$ cat src/rtl/uart_core_param.sv
// Parametrised full-duplex UART: reset sync, baud ticks, RX deframer with checks, TX framer with error injection.
// Latency: RXD is synchronised in 2 CLK; RX_VALID follows the stop-bit sample by 1 CLK; TX start bit begins on the first tick after accept.
// Backpressure: TX_READY stays low for the whole frame and requests made meanwhile are dropped; RX has no backpressure and delivers every frame.
module uart_core_param #(
  parameter int CLK_HZ     = 50000000,
  parameter int BAUD       = 115200,
  parameter int DATA_W     = 8,
  parameter int PARITY     = 1,
  parameter int STOP_BITS  = 1,
  parameter int OVERSAMPLE = 16
) (
  input  logic              CLK,
  input  logic              SYS_NRST,
  input  logic              RXD,
  output logic              TXD,
  input  logic [DATA_W-1:0] TX_DATA,
  input  logic              TX_VALID,
  output logic              TX_READY,
  input  logic              INJ_PAR_ERR,
  input  logic              INJ_FRM_ERR,
  output logic [DATA_W-1:0] RX_DATA,
  output logic              RX_VALID,
  output logic              RX_PAR_ERR,
  output logic              RX_FRM_ERR
);

  localparam int DIV_RAW = CLK_HZ / (BAUD * OVERSAMPLE);
  localparam int DIV     = (DIV_RAW < 1) ? 1 : DIV_RAW;
  localparam int DIV_W   = (DIV > 1) ? $clog2(DIV) : 1;
  localparam int OS_W    = $clog2(OVERSAMPLE);
  localparam int PAR_EN  = (PARITY != 0) ? 1 : 0;
  localparam int FRAME_W = 1 + DATA_W + PAR_EN + STOP_BITS;
  localparam int BIT_W   = $clog2(FRAME_W);
  localparam int RXB_W   = $clog2(DATA_W);

  // ---------------------------------------------------------------- reset
  logic [1:0] rst_sync;
  logic       rst_n;

  // Internal reset asserts with SYS_NRST and releases on the 2nd CLK edge after it rises
  always_ff @(posedge CLK or negedge SYS_NRST) begin
    if (!SYS_NRST) rst_sync <= 2'b00;
    else           rst_sync <= {rst_sync[0], 1'b1};
  end

  assign rst_n = rst_sync[1];

  // ---------------------------------------------------------------- baud tick
  logic [DIV_W-1:0] div_cnt;
  logic             tick;

  // Free-running divider: one-cycle tick every DIV clocks
  always_ff @(posedge CLK or negedge rst_n) begin
    if (!rst_n) begin
      div_cnt <= '0;
      tick    <= 1'b0;
    end else if (div_cnt == DIV_W'(DIV - 1)) begin
      div_cnt <= '0;
      tick    <= 1'b1;
    end else begin
      div_cnt <= div_cnt + 1'b1;
      tick    <= 1'b0;
    end
  end

  // ---------------------------------------------------------------- receiver
  logic [1:0] rxd_sync;
  logic       rxd_s;

  // Two-flop synchroniser; idles high so reset never looks like a start bit
  always_ff @(posedge CLK or negedge rst_n) begin
    if (!rst_n) rxd_sync <= 2'b11;
    else        rxd_sync <= {rxd_sync[0], RXD};
  end

  assign rxd_s = rxd_sync[1];

  typedef enum logic [2:0] {
    RX_IDLE, RX_START, RX_DATA_S, RX_PAR, RX_STOP, RX_WAIT_HI
  } rx_state_t;

  rx_state_t         rx_state;
  logic [OS_W-1:0]   rx_tcnt;
  logic [RXB_W-1:0]  rx_bit;
  logic [DATA_W-1:0] rx_shift;
  logic              rx_par_bit;
  logic              rx_par_err;

  // Parity check over the assembled word and the received parity bit
  assign rx_par_err = (PARITY == 0) ? 1'b0 :
                      (PARITY == 1) ? (^rx_shift ^ rx_par_bit) :
                                      ~(^rx_shift ^ rx_par_bit);

  // RX deframer: mid-bit sampling from the start edge, outputs registered on the stop sample
  always_ff @(posedge CLK or negedge rst_n) begin
    if (!rst_n) begin
      rx_state   <= RX_IDLE;
      rx_tcnt    <= '0;
      rx_bit     <= '0;
      rx_shift   <= '0;
      rx_par_bit <= 1'b0;
      RX_DATA    <= '0;
      RX_VALID   <= 1'b0;
      RX_PAR_ERR <= 1'b0;
      RX_FRM_ERR <= 1'b0;
    end else begin
      RX_VALID <= 1'b0;
      case (rx_state)
        RX_IDLE: begin
          if (!rxd_s) begin
            rx_state <= RX_START;
            rx_tcnt  <= '0;
          end
        end
        RX_START: begin
          if (tick) begin
            if (rx_tcnt == OS_W'(OVERSAMPLE / 2 - 1)) begin
              rx_tcnt  <= '0;
              rx_bit   <= '0;
              rx_state <= rxd_s ? RX_IDLE : RX_DATA_S;
            end else begin
              rx_tcnt <= rx_tcnt + 1'b1;
            end
          end
        end
        RX_DATA_S: begin
          if (tick) begin
            if (rx_tcnt == OS_W'(OVERSAMPLE - 1)) begin
              rx_tcnt  <= '0;
              rx_shift <= {rxd_s, rx_shift[DATA_W-1:1]};
              if (rx_bit == RXB_W'(DATA_W - 1)) rx_state <= (PARITY != 0) ? RX_PAR : RX_STOP;
              else                              rx_bit   <= rx_bit + 1'b1;
            end else begin
              rx_tcnt <= rx_tcnt + 1'b1;
            end
          end
        end
        RX_PAR: begin
          if (tick) begin
            if (rx_tcnt == OS_W'(OVERSAMPLE - 1)) begin
              rx_tcnt    <= '0;
              rx_par_bit <= rxd_s;
              rx_state   <= RX_STOP;
            end else begin
              rx_tcnt <= rx_tcnt + 1'b1;
            end
          end
        end
        RX_STOP: begin
          if (tick) begin
            if (rx_tcnt == OS_W'(OVERSAMPLE - 1)) begin
              rx_tcnt    <= '0;
              RX_VALID   <= 1'b1;
              RX_DATA    <= rx_shift;
              RX_PAR_ERR <= rx_par_err;
              RX_FRM_ERR <= ~rxd_s;
              // A low stop bit may be a break: wait for the line to recover
              rx_state   <= rxd_s ? RX_IDLE : RX_WAIT_HI;
            end else begin
              rx_tcnt <= rx_tcnt + 1'b1;
            end
          end
        end
        RX_WAIT_HI: begin
          if (rxd_s) rx_state <= RX_IDLE;
        end
        default: rx_state <= RX_IDLE;
      endcase
    end
  end

  // ---------------------------------------------------------------- transmitter
  logic               tx_par;
  logic [FRAME_W-1:0] tx_frame_in;

  assign tx_par = ((PARITY == 2) ? ~(^TX_DATA) : (^TX_DATA)) ^ INJ_PAR_ERR;

  // Whole frame assembled at accept time, LSB goes on the line first
  always_comb begin
    tx_frame_in              = '1;
    tx_frame_in[0]           = 1'b0;
    tx_frame_in[DATA_W:1]    = TX_DATA;
    if (PARITY != 0) tx_frame_in[DATA_W+1] = tx_par;
    if (INJ_FRM_ERR) tx_frame_in[DATA_W+1+PAR_EN] = 1'b0;
  end

  typedef enum logic [1:0] {TX_IDLE, TX_WAIT, TX_SEND} tx_state_t;

  tx_state_t          tx_state;
  logic [FRAME_W-1:0] tx_shift;
  logic [OS_W-1:0]    tx_tcnt;
  logic [BIT_W-1:0]   tx_bit;

  // TX framer: one bit per OVERSAMPLE ticks; READY reopens on the final tick of the last stop bit
  always_ff @(posedge CLK or negedge rst_n) begin
    if (!rst_n) begin
      tx_state <= TX_IDLE;
      tx_shift <= '1;
      tx_tcnt  <= '0;
      tx_bit   <= '0;
      TXD      <= 1'b1;
      TX_READY <= 1'b0;
    end else begin
      case (tx_state)
        TX_IDLE: begin
          TX_READY <= 1'b1;
          TXD      <= 1'b1;
          if (TX_VALID && TX_READY) begin
            tx_shift <= tx_frame_in;
            TX_READY <= 1'b0;
            tx_state <= TX_WAIT;
          end
        end
        TX_WAIT: begin
          if (tick) begin
            TXD      <= tx_shift[0];
            tx_shift <= {1'b1, tx_shift[FRAME_W-1:1]};
            tx_tcnt  <= '0;
            tx_bit   <= '0;
            tx_state <= TX_SEND;
          end
        end
        TX_SEND: begin
          if (tick) begin
            if (tx_bit == BIT_W'(FRAME_W - 1) && tx_tcnt == OS_W'(OVERSAMPLE - 2)) begin
              TXD      <= 1'b1;
              TX_READY <= 1'b1;
              tx_state <= TX_IDLE;
            end else if (tx_tcnt == OS_W'(OVERSAMPLE - 1)) begin
              TXD      <= tx_shift[0];
              tx_shift <= {1'b1, tx_shift[FRAME_W-1:1]};
              tx_tcnt  <= '0;
              tx_bit   <= tx_bit + 1'b1;
            end else begin
              tx_tcnt <= tx_tcnt + 1'b1;
            end
          end
        end
        default: tx_state <= TX_IDLE;
      endcase
    end
  end

endmodule

$ cat config.mk
export PLATFORM = sky130hd
export DESIGN_NAME = uart_core_param
export DESIGN_NICKNAME = d
export VERILOG_FILES = /design/src/rtl/uart_core_param.sv
export SDC_FILE = /design/constraint.sdc
export NUM_CORES = 1
export LEC_CHECK = 0
export BUFFER_PORTS_ARGS = -buffer_cell sky130_fd_sc_hd__buf_4
export CORE_ASPECT_RATIO = 0.9
export CORE_UTILIZATION = 55
export DETAILED_ROUTE_END_ITERATION = 16
export HOLD_SLACK_MARGIN = 0.06
export PLACE_DENSITY = 0.74
export SETUP_SLACK_MARGIN = 0.4
export SLEW_MARGIN = 20
export SYNTH_ARGS = -nofsm -noshare
export SYNTH_HDL_FRONTEND = slang
export SYNTH_SLANG_ARGS = --single-unit
$ cat constraint.sdc
create_clock -name CLK -period 3.8 [get_ports CLK]
set_input_delay 0.76 -clock CLK [delete_from_list [all_inputs] [get_ports CLK]]
set_output_delay 0.76 -clock CLK [all_outputs]
set_load 0.02 [all_outputs]
# ---- After elaboration in Yosys (flattened, before gate mapping)
# Cells that the tools add are included.
dict set report op_classes {
  n_addsub 5
  eq_ne 34
  muxes 61
  reduce_logical 24
  bitwise 3
}
# operator n
set ops {}
lappend ops {{$mux W11} 5}
lappend ops {{$mux W3} 17}
lappend ops {{$mux W4} 12}
lappend ops {{$ne A2 B2 Y1 const B} 18}
lappend ops {{$pmux W11 S3} 1}
lappend ops {{$pmux W3 S6} 1}
lappend ops {{$eq A4 B4 Y1 const B} 4}
lappend ops {{$pmux W4 S2} 2}
lappend ops {{$reduce_and A4 Y1} 4}
lappend ops {{$reduce_xor A8 Y1} 2}
lappend ops {{$add A4 B1 Y4 const B} 3}
lappend ops {{$mux W1} 12}
lappend ops {{$pmux W4 S3} 1}
lappend ops {{$reduce_and A3 Y1} 4}
lappend ops {{$reduce_and A6 Y1} 2}
lappend ops {{$reduce_and A11 Y1} 1}
lappend ops {{$mux W2} 5}
lappend ops {{$eq A3 B3 Y1 const B} 3}
lappend ops {{$eq A3 B2 Y1 const B} 2}
lappend ops {{$pmux W2 S3} 1}
lappend ops {{$pmux W3 S2} 1}
lappend ops {{$reduce_bool A2 Y1} 3}
lappend ops {{$reduce_bool A3 Y1} 2}
lappend ops {{$add A5 B1 Y5 const B} 1}
lappend ops {{other kinds (18)} 20}
dict set report word_totals {
  reg_bits 63
  out_inout_bits 13
  wordCells 146
}

# ---- Logic depth before layout (Yosys ltp)
# Gate-level depths: netlist (run 1).
dict set report depth {
  depth_word 5
  depth_mapped 9
}

# ---- Worst setup path before layout (run 1)
# OpenSTA, ideal clock, no wires.
dict set report synth_path {
  path_kind {register to register}
  from {register rx_bit[0]}
  to {register rx_bit[0]}
  t_required_ns 3.675
  synth_period_minus_slack_ns 1.735
  path_stages_with_launch 7
  setup_slack_ns 2.065
  t_arrival_ns 1.610
  setup_ns 0.125
  cell_sequence {dfrtp_1 -> ha_1 -> ha_1 -> nor2_1 -> a31oi_1 -> or3_4 -> mux2_4}
}
dict set report synth_via {
  elab_chain_cells 5
}
# item line_no
set synth_rtl {}
lappend synth_rtl {{start: declaration} 84} ;# logic [RXB_W-1:0] rx_bit;
lappend synth_rtl {{start signal: assignment} 132} ;# else rx_bit <= rx_bit + 1'b1;
lappend synth_rtl {{$add A3 B1 Y3} 132}
lappend synth_rtl {{$mux W3} 131} ;# if (rx_bit == RXB_W'(DATA_W - 1)) rx_state <= (PARITY != 0) ? RX_PAR : RX_STOP;
lappend synth_rtl {{$mux W3} 128} ;# if (rx_tcnt == OS_W'(OVERSAMPLE - 1)) begin
lappend synth_rtl {{$mux W3} 127} ;# if (tick) begin
lappend synth_rtl {{$pmux W3 S2} 108} ;# case (rx_state)
# Several ways; a longest one is shown, not always the timed one. The select of a mux whose other input is x is not followed.
# A chain may end at the register's enable or synchronous reset.

# ---- Worst setup path in the final report (run 1)
dict set report layout_path {
  from {register tx_state[0]}
  to {register tx_shift[0]}
}
dict set report layout_via {
  elab_chain_cells 3
}
# item line_no
set layout_rtl {}
lappend layout_rtl {{start: declaration} 189} ;# tx_state_t tx_state;
lappend layout_rtl {{start signal: assignment} 197} ;# tx_state <= TX_IDLE;
lappend layout_rtl {{start signal: assignment} 211} ;# tx_state <= TX_WAIT;
lappend layout_rtl {{start signal: assignment} 220} ;# tx_state <= TX_SEND;
lappend layout_rtl {{$eq A2 B2 Y1, or another cell as far along} 204} ;# case (tx_state)
lappend layout_rtl {{$ne A2 B2 Y1 (no source line) / $reduce_bool A3 Y1 (equally long branches)} -}
lappend layout_rtl {{$reduce_and A6 Y1 (no source line)} -}
lappend layout_rtl {{end signal: assignment} 209} ;# tx_shift <= tx_frame_in;
lappend layout_rtl {{end signal: assignment} 217} ;# tx_shift <= {1'b1, tx_shift[FRAME_W-1:1]};
lappend layout_rtl {{end signal: assignment} 231} ;# tx_shift <= {1'b1, tx_shift[FRAME_W-1:1]};
lappend layout_rtl {{end: declaration} 190} ;# logic [FRAME_W-1:0] tx_shift;
# Several ways; a longest one is shown, not always the timed one.

==> results of run 1 <==
==> synth_stat cells, drive strengths merged (3+ instances only) <==
master / n / share of area
mux2: 19 / 0.068
xnor2: 15 / 0.041
a31oi: 3 / 0.0058
nor3: 4 / 0.0078
dfrtp: 49 / 0.38
dfstp: 14 / 0.11
a21oi: 13 / 0.020
mux2i: 13 / 0.040
nand3: 12 / 0.022
nor2b: 3 / 0.0058
o21ai: 28 / 0.045
ha: 13 / 0.051
buf: 9 / 0.018
nand2: 33 / 0.038
inv: 15 / 0.018
nor2: 17 / 0.023
xor2: 5 / 0.014
==> cell type report <==
| type | instances | area [µm²] | area share |
|---|---|---|---|
| timing repair buffer | 27 | 202.7 | 0.05518 |
| multi-input combinational | 212 | 1501 | 0.4087 |
| clock inverter | 7 | 103.9 | 0.02827 |
| clock buffer | 9 | 123.9 | 0.03372 |
| sequential | 63 | 1595 | 0.4343 |
| inverter | 15 | 58.81 | 0.01601 |
| tap | 70 | 87.58 | 0.02384 |
==> cells in the final DEF (no fill, tap or decap), types with 10 or more instances in the layout <==
| master | count |
|---|---|
| a21oi_1 | 13 |
| inv_1 | 14 |
| nor2_1 | 15 |
| nand3_1 | 10 |
| xnor2_1 | 15 |
| mux2_2 | 18 |
| dfstp_2 | 14 |
| nand2_1 | 33 |
| mux2i_1 | 13 |
| o21ai_0 | 24 |
| buf_4 | 27 |
| ha_1 | 13 |
| dfrtp_1 | 48 |
==> per-stage QoR <==
stage	std cells	worst slack, ps	area, µm²
global placement	387	1721	3446
detailed placement	387	1594	3446
global route	403	1274	3674
finish	403	1574	3674
CTS	403	1581	3674
floorplan	301	1940	3221
==> power groups by stage <==
stage	Combinational [mW]	Clock [mW]	Sequential, mW
4_1_cts	0.542	0.681	0.887
5_1_grt	0.618	0.707	0.903
3_3_place_gp	0.524	0	0.894
3_5_place_dp	0.542	0	0.899
6_report	0.540	0.661	0.888
2_1_floorplan	0.431	0	0.897
==> cells by family (layout without fill, tap and decap cells) <==
group / count (synthesis) / in the layout / share of synthesized area
other: 1 / 1 / 0.001164
AOI/OAI and AO/OA: 61 / 61 / 0.1127
and+or+nand+nor: 84 / 84 / 0.1325
xor gates and xnor gates: 21 / 21 / 0.06138
muxes: 32 / 32 / 0.1080
DFF: 63 / 63 / 0.4949
buffers and inverters: 26 / 58 / 0.03885
adders and majority gates: 13 / 13 / 0.05051
==> sequential cells by signal (all words and copies together), names as in the netlist, 2 cells and up <==
signal and cells:
RX_DATA 8, div_cnt 5, rst_sync 2, rx_bit 3, rx_shift 8, rx_state 3, rx_tcnt 4, rxd_sync 2
tx_bit 4, tx_shift 11, tx_state 2, tx_tcnt 4
==> metal layers <==
| metal | GRT usage | share of wire | up-vias |
|---|---|---|---|
| met4 | 0.07471 | 0.0064 | 0 |
| met2 | 0.3024 | 0.45 | 36 |
| met5 | 0 | 0 | - |
| met1 | 0.2791 | 0.50 | 1048 |
| li1 | - | - | 1097 |
| met3 | 0.06994 | 0.039 | 4 |
==> worst min path at each step <==
stage	from	endpoint	cells after the start
floorplan	rst_sync[0]	rst_sync[1]	0
global placement	rst_sync[1]	RX_DATA[1]	0
detailed placement	rst_sync[1]	RX_DATA[1]	0
CTS	SYS_NRST	rst_sync[0]	1
global route	SYS_NRST	rst_sync[0]	1
finish	SYS_NRST	rst_sync[1]	1
==> critical path, cell delays in order (launching register included) <==
cell and delay [ps]:
dfrtp_1 400, inv_1 80, ha_1 310, nor2_1 260
a2bb2oi_1 230, nand3b_1 500, o21ai_0 360
==> impl_metrics.ini, run 1 <==
[setup_path]
critPathKind = flip-flop to flip-flop
timing.rr.start = tx_state[0]
critPathMaxFanout = 22
critPathArrivalTime_ps = 2480
start_kind = flip-flop
rr_worst_depth = 6
cp.required_ps = 4060
r2r_end = tx_shift[0]
r2r_setup_slack_ps = 1570
endpoint = tx_shift[0]
crit_start = tx_state[0]
end_kind = flip-flop

[timing]
max_slew_margin = 0.5523
fin_skew_ps = 8.339
fmax_ghz = 0.4492
worst_hold_slack_ps = 176.7
finalHoldViolations = 0
drv_slew = 0
setup_tns_ps = 0
finalCritPeriodShare = 0.5859
rsz0062_at_grt = no
setup_viol = 0
min_period_ps = 2226
worst_slew_pin_slew_ps = 669.6

[global_route]
antenna_found_initial = 0
grt-ovfl-total = 0
grt.total_usage = 0.2044
grt_pass1_vias = 2010
grt_pass1_wl_um = 9252
grt_max_degree = 41

[cells_and_area]
drive_above_1_share = 0.2583
fin_nets = 355
fillCellCount = 443
antenna_cells = 0
final_core_util = 0.6490
layout-area-overhead-vs-synth_pct = 14.06

[clock_tree]
post_cts_buffers = 0
cts_max_level = 3
path_clk_slew_ps = 80
cts.path.max_buffers = 2
tritoncts = built
cts_num_sinks = 63
clock_latency_ps = 350
cts_hold_buf = 0
post_cts_resized = 0
cts_made_buffers = 9
root_buffer = clkbuf_8

[power_and_ir_drop]
p_int_mw = 1.425
clkPwrFrac = 0.317
p_sw_uw = 664.6
peakVddDrop_v = 0.0003898
p_sw_frac = 0.3181
p_leak_nw = 1.750
p_per_area_mw_per_mm2 = 568.8
power.sequential.fraction = 0.425
report.power.total_mw = 2.089
combPwrFrac = 0.259

[drt]
via_count = 2185
remaining_drc_errors = 0
wl_per_cell_um = 13.49
avgViaCountPerCell = 5.422
firstDrtPassIters = 4
drtAntennaViolNets = 0
drtIter0Drc = 86
wirelength_um = 5436

[yosys]
syn_area_per_cell_um2 = 10.70
synthFlopType = dfrtp_1
syn_area_mm2 = 0.003221
ys_warn_count = 0
synth_seq_cells = 63
synth_nets = 328
synth-edff-count = 0
ys_async_sr_fraction = 1.000
postSynthCellCount = 301
ys_seq_area_frac = 0.4949
synth.distinct_cells = 53

[die]
die_area_mm2 = 0.006166
die_x_um = 82.66
rows = 26
die_h_um = 74.60
ioPinCount = 27
start_util = 0.5690
coreArea_mm2 = 0.005660

[run]
maxCapViolCount = 0

[place]
place.gp.congestion = 0.7858
dp_hpwl_um = 3814
port_buffers = 26

[hold_path]
hold_class = input pin to async pin

[outcome]
status = finished clean
No activity file was read; power rests on OpenSTA's default activity.
==> run 2, diff against run 1 <==
clock period = 2.2 ns   (was 3.8 ns; I/O delays follow)
==> run 2 against run 1 <==
Sequential share of layout area is 1.2 points lower. Total power rose by 67%. Critical path depth did not move. Worst hold slack got worse by 5.0 ps.
==> impl_metrics.ini, run 2 (synthesized netlist as in run 1, its figures left out) <==
[drt]
wl_met2_um = 2657
wl_per_cell_um = 13.78
drtAntennaViolNets = 0
wirelength_um = 5676
routed.top_layer = met4
avgViaCountPerCell = 5.415
m1WireLength_um = 2763
firstDrtPassIters = 4
remaining_drc_errors = 0
drtIter0Drc = 113
routed-wl-met3_um = 192
via_count = 2231

[die]
die_x_um = 82.66
ioPinCount = 27
rows = 26
die_h_um = 74.60
die_area_mm2 = 0.006166
coreArea_mm2 = 0.005660
start_util = 0.5690

[hold_path]
hold_class = flip-flop to async pin

[power_and_ir_drop]
report.power.total_mw = 3.482
peakVddDrop_v = 0.0006611
p_per_area_mw_per_mm2 = 919.7
p_leak_nw = 1.763

[clock_tree]
clock_latency_ps = 340
path_clk_slew_ps = 70
tritoncts = built
cts_made_buffers = 9
cts_max_level = 3
cts_num_sinks = 63
root_buffer = clkbuf_8
cts.path.max_buffers = 2

[timing]
finalHoldViolations = 0
setup_viol = 0
worst_slew_pin_slew_ps = 556.1
max_slew_margin = 0.6293
finalCritPeriodShare = 0.8135
setup_tns_ps = 0
fmax_ghz = 0.5588
min_period_ps = 1790
drv_slew = 0
rsz0062_at_grt = yes
fin_skew_ps = 8.084
worst_hold_slack_ps = 171.6

[setup_path]
cp.required_ps = 2420
r2r_end = tx_state[1]
r2r_setup_slack_ps = 410
critPathKind = flip-flop to flip-flop
timing.rr.start = tx_tcnt[0]
end_kind = flip-flop
critPathArrivalTime_ps = 2010
start_kind = flip-flop
critPathMaxFanout = 5
rr_worst_depth = 6

[global_route]
grt_pass1_wl_um = 9163
grt-ovfl-total = 0
grt_pass1_vias = 2047
grt.total_usage = 0.1987
antenna_found_initial = 0
grt_max_degree = 48

[cells_and_area]
layout_commonest_cell = dfrtp_1
top_register = tx_shift
mostFrequentLayoutCells = 46 x dfrtp_1, 34 x buf_4, 33 x nand2_1
fin_nets = 364
antenna_cells = 0
largest_reg_flops = 11
layout-area-overhead-vs-synth_pct = 17.56
fillCellCount = 450
drive_above_1_share = 0.3099
top_regs = tx_shift (11), RX_DATA (8), rx_shift (8)

[place]
dp_hpwl_um = 3822
place.gp.congestion = 0.7843
port_buffers = 26

[run]
maxCapViolCount = 0

[outcome]
status = finished clean
## run 2: cell type report
cell class	instances	area [µm²]	share of cell area
timing repair buffer	36	285.3	0.07535
tap	70	87.58	0.02313
clock inverter	6	47.55	0.01256
clock buffer	10	127.6	0.03371
sequential	63	1598	0.4220
inverter	15	58.81	0.01553
multi-input combinational	212	1582	0.4177
## run 2: worst max path at each step
stage | startpoint | to
final | tx_tcnt[0] | tx_state[1]
after global routing | tx_tcnt[0] | tx_shift[8]
after CTS | tx_tcnt[0] | tx_shift[5]
after detailed placement | tx_state[0] | tx_shift[7]
after global placement | tx_state[0] | tx_shift[5]
after floorplan | rx_bit[0] | rx_bit[0]
## run 2: stage by stage
step,std cells,util,worst slack [ps],area [µm²]
4_1_cts,406,0.6483,376.0,3670
3_3_place_gp,388,0.6123,337.4,3466
3_5_place_dp,388,0.6123,293.4,3466
6_report,412,0.6689,410.3,3786
5_1_grt,412,0.6689,303.1,3786
2_1_floorplan,301,-,465.2,3222
## run 2: report_power, final
group | internal, mW | switching, mW | total, mW | leakage, nW
clock | 0.414 | 0.460 | 0.874 | 0.0864
combinational | 0.491 | 0.583 | 1.07 | 0.895
sequential | 1.41 | 0.127 | 1.53 | 0.782
total | 2.31 | 1.17 | 3.48 | 1.76
## run 2: worst max-delay path: stages, from the launching register on
cell and delay, ps:
dfrtp_1 400, inv_1 100, ha_1 200, and4b_1 260
and3_4 230, o21ai_2 160, mux2_2 340
## run 2: repair_timing
item	in CTS	in global routing
setup buffers	1	6
endpoints found under the setup margin	18	27
gates resized for setup	4	17
pin swaps	1	5
endpoints found under the hold margin	2	0
hold buffers	1	0
## run 2: layer usage
metal  vias up  GRT usage
li1       1116          -
met3         9    0.06994
met1      1077     0.2613
met5         -          0
met2        29     0.3142
met4         0    0.05172
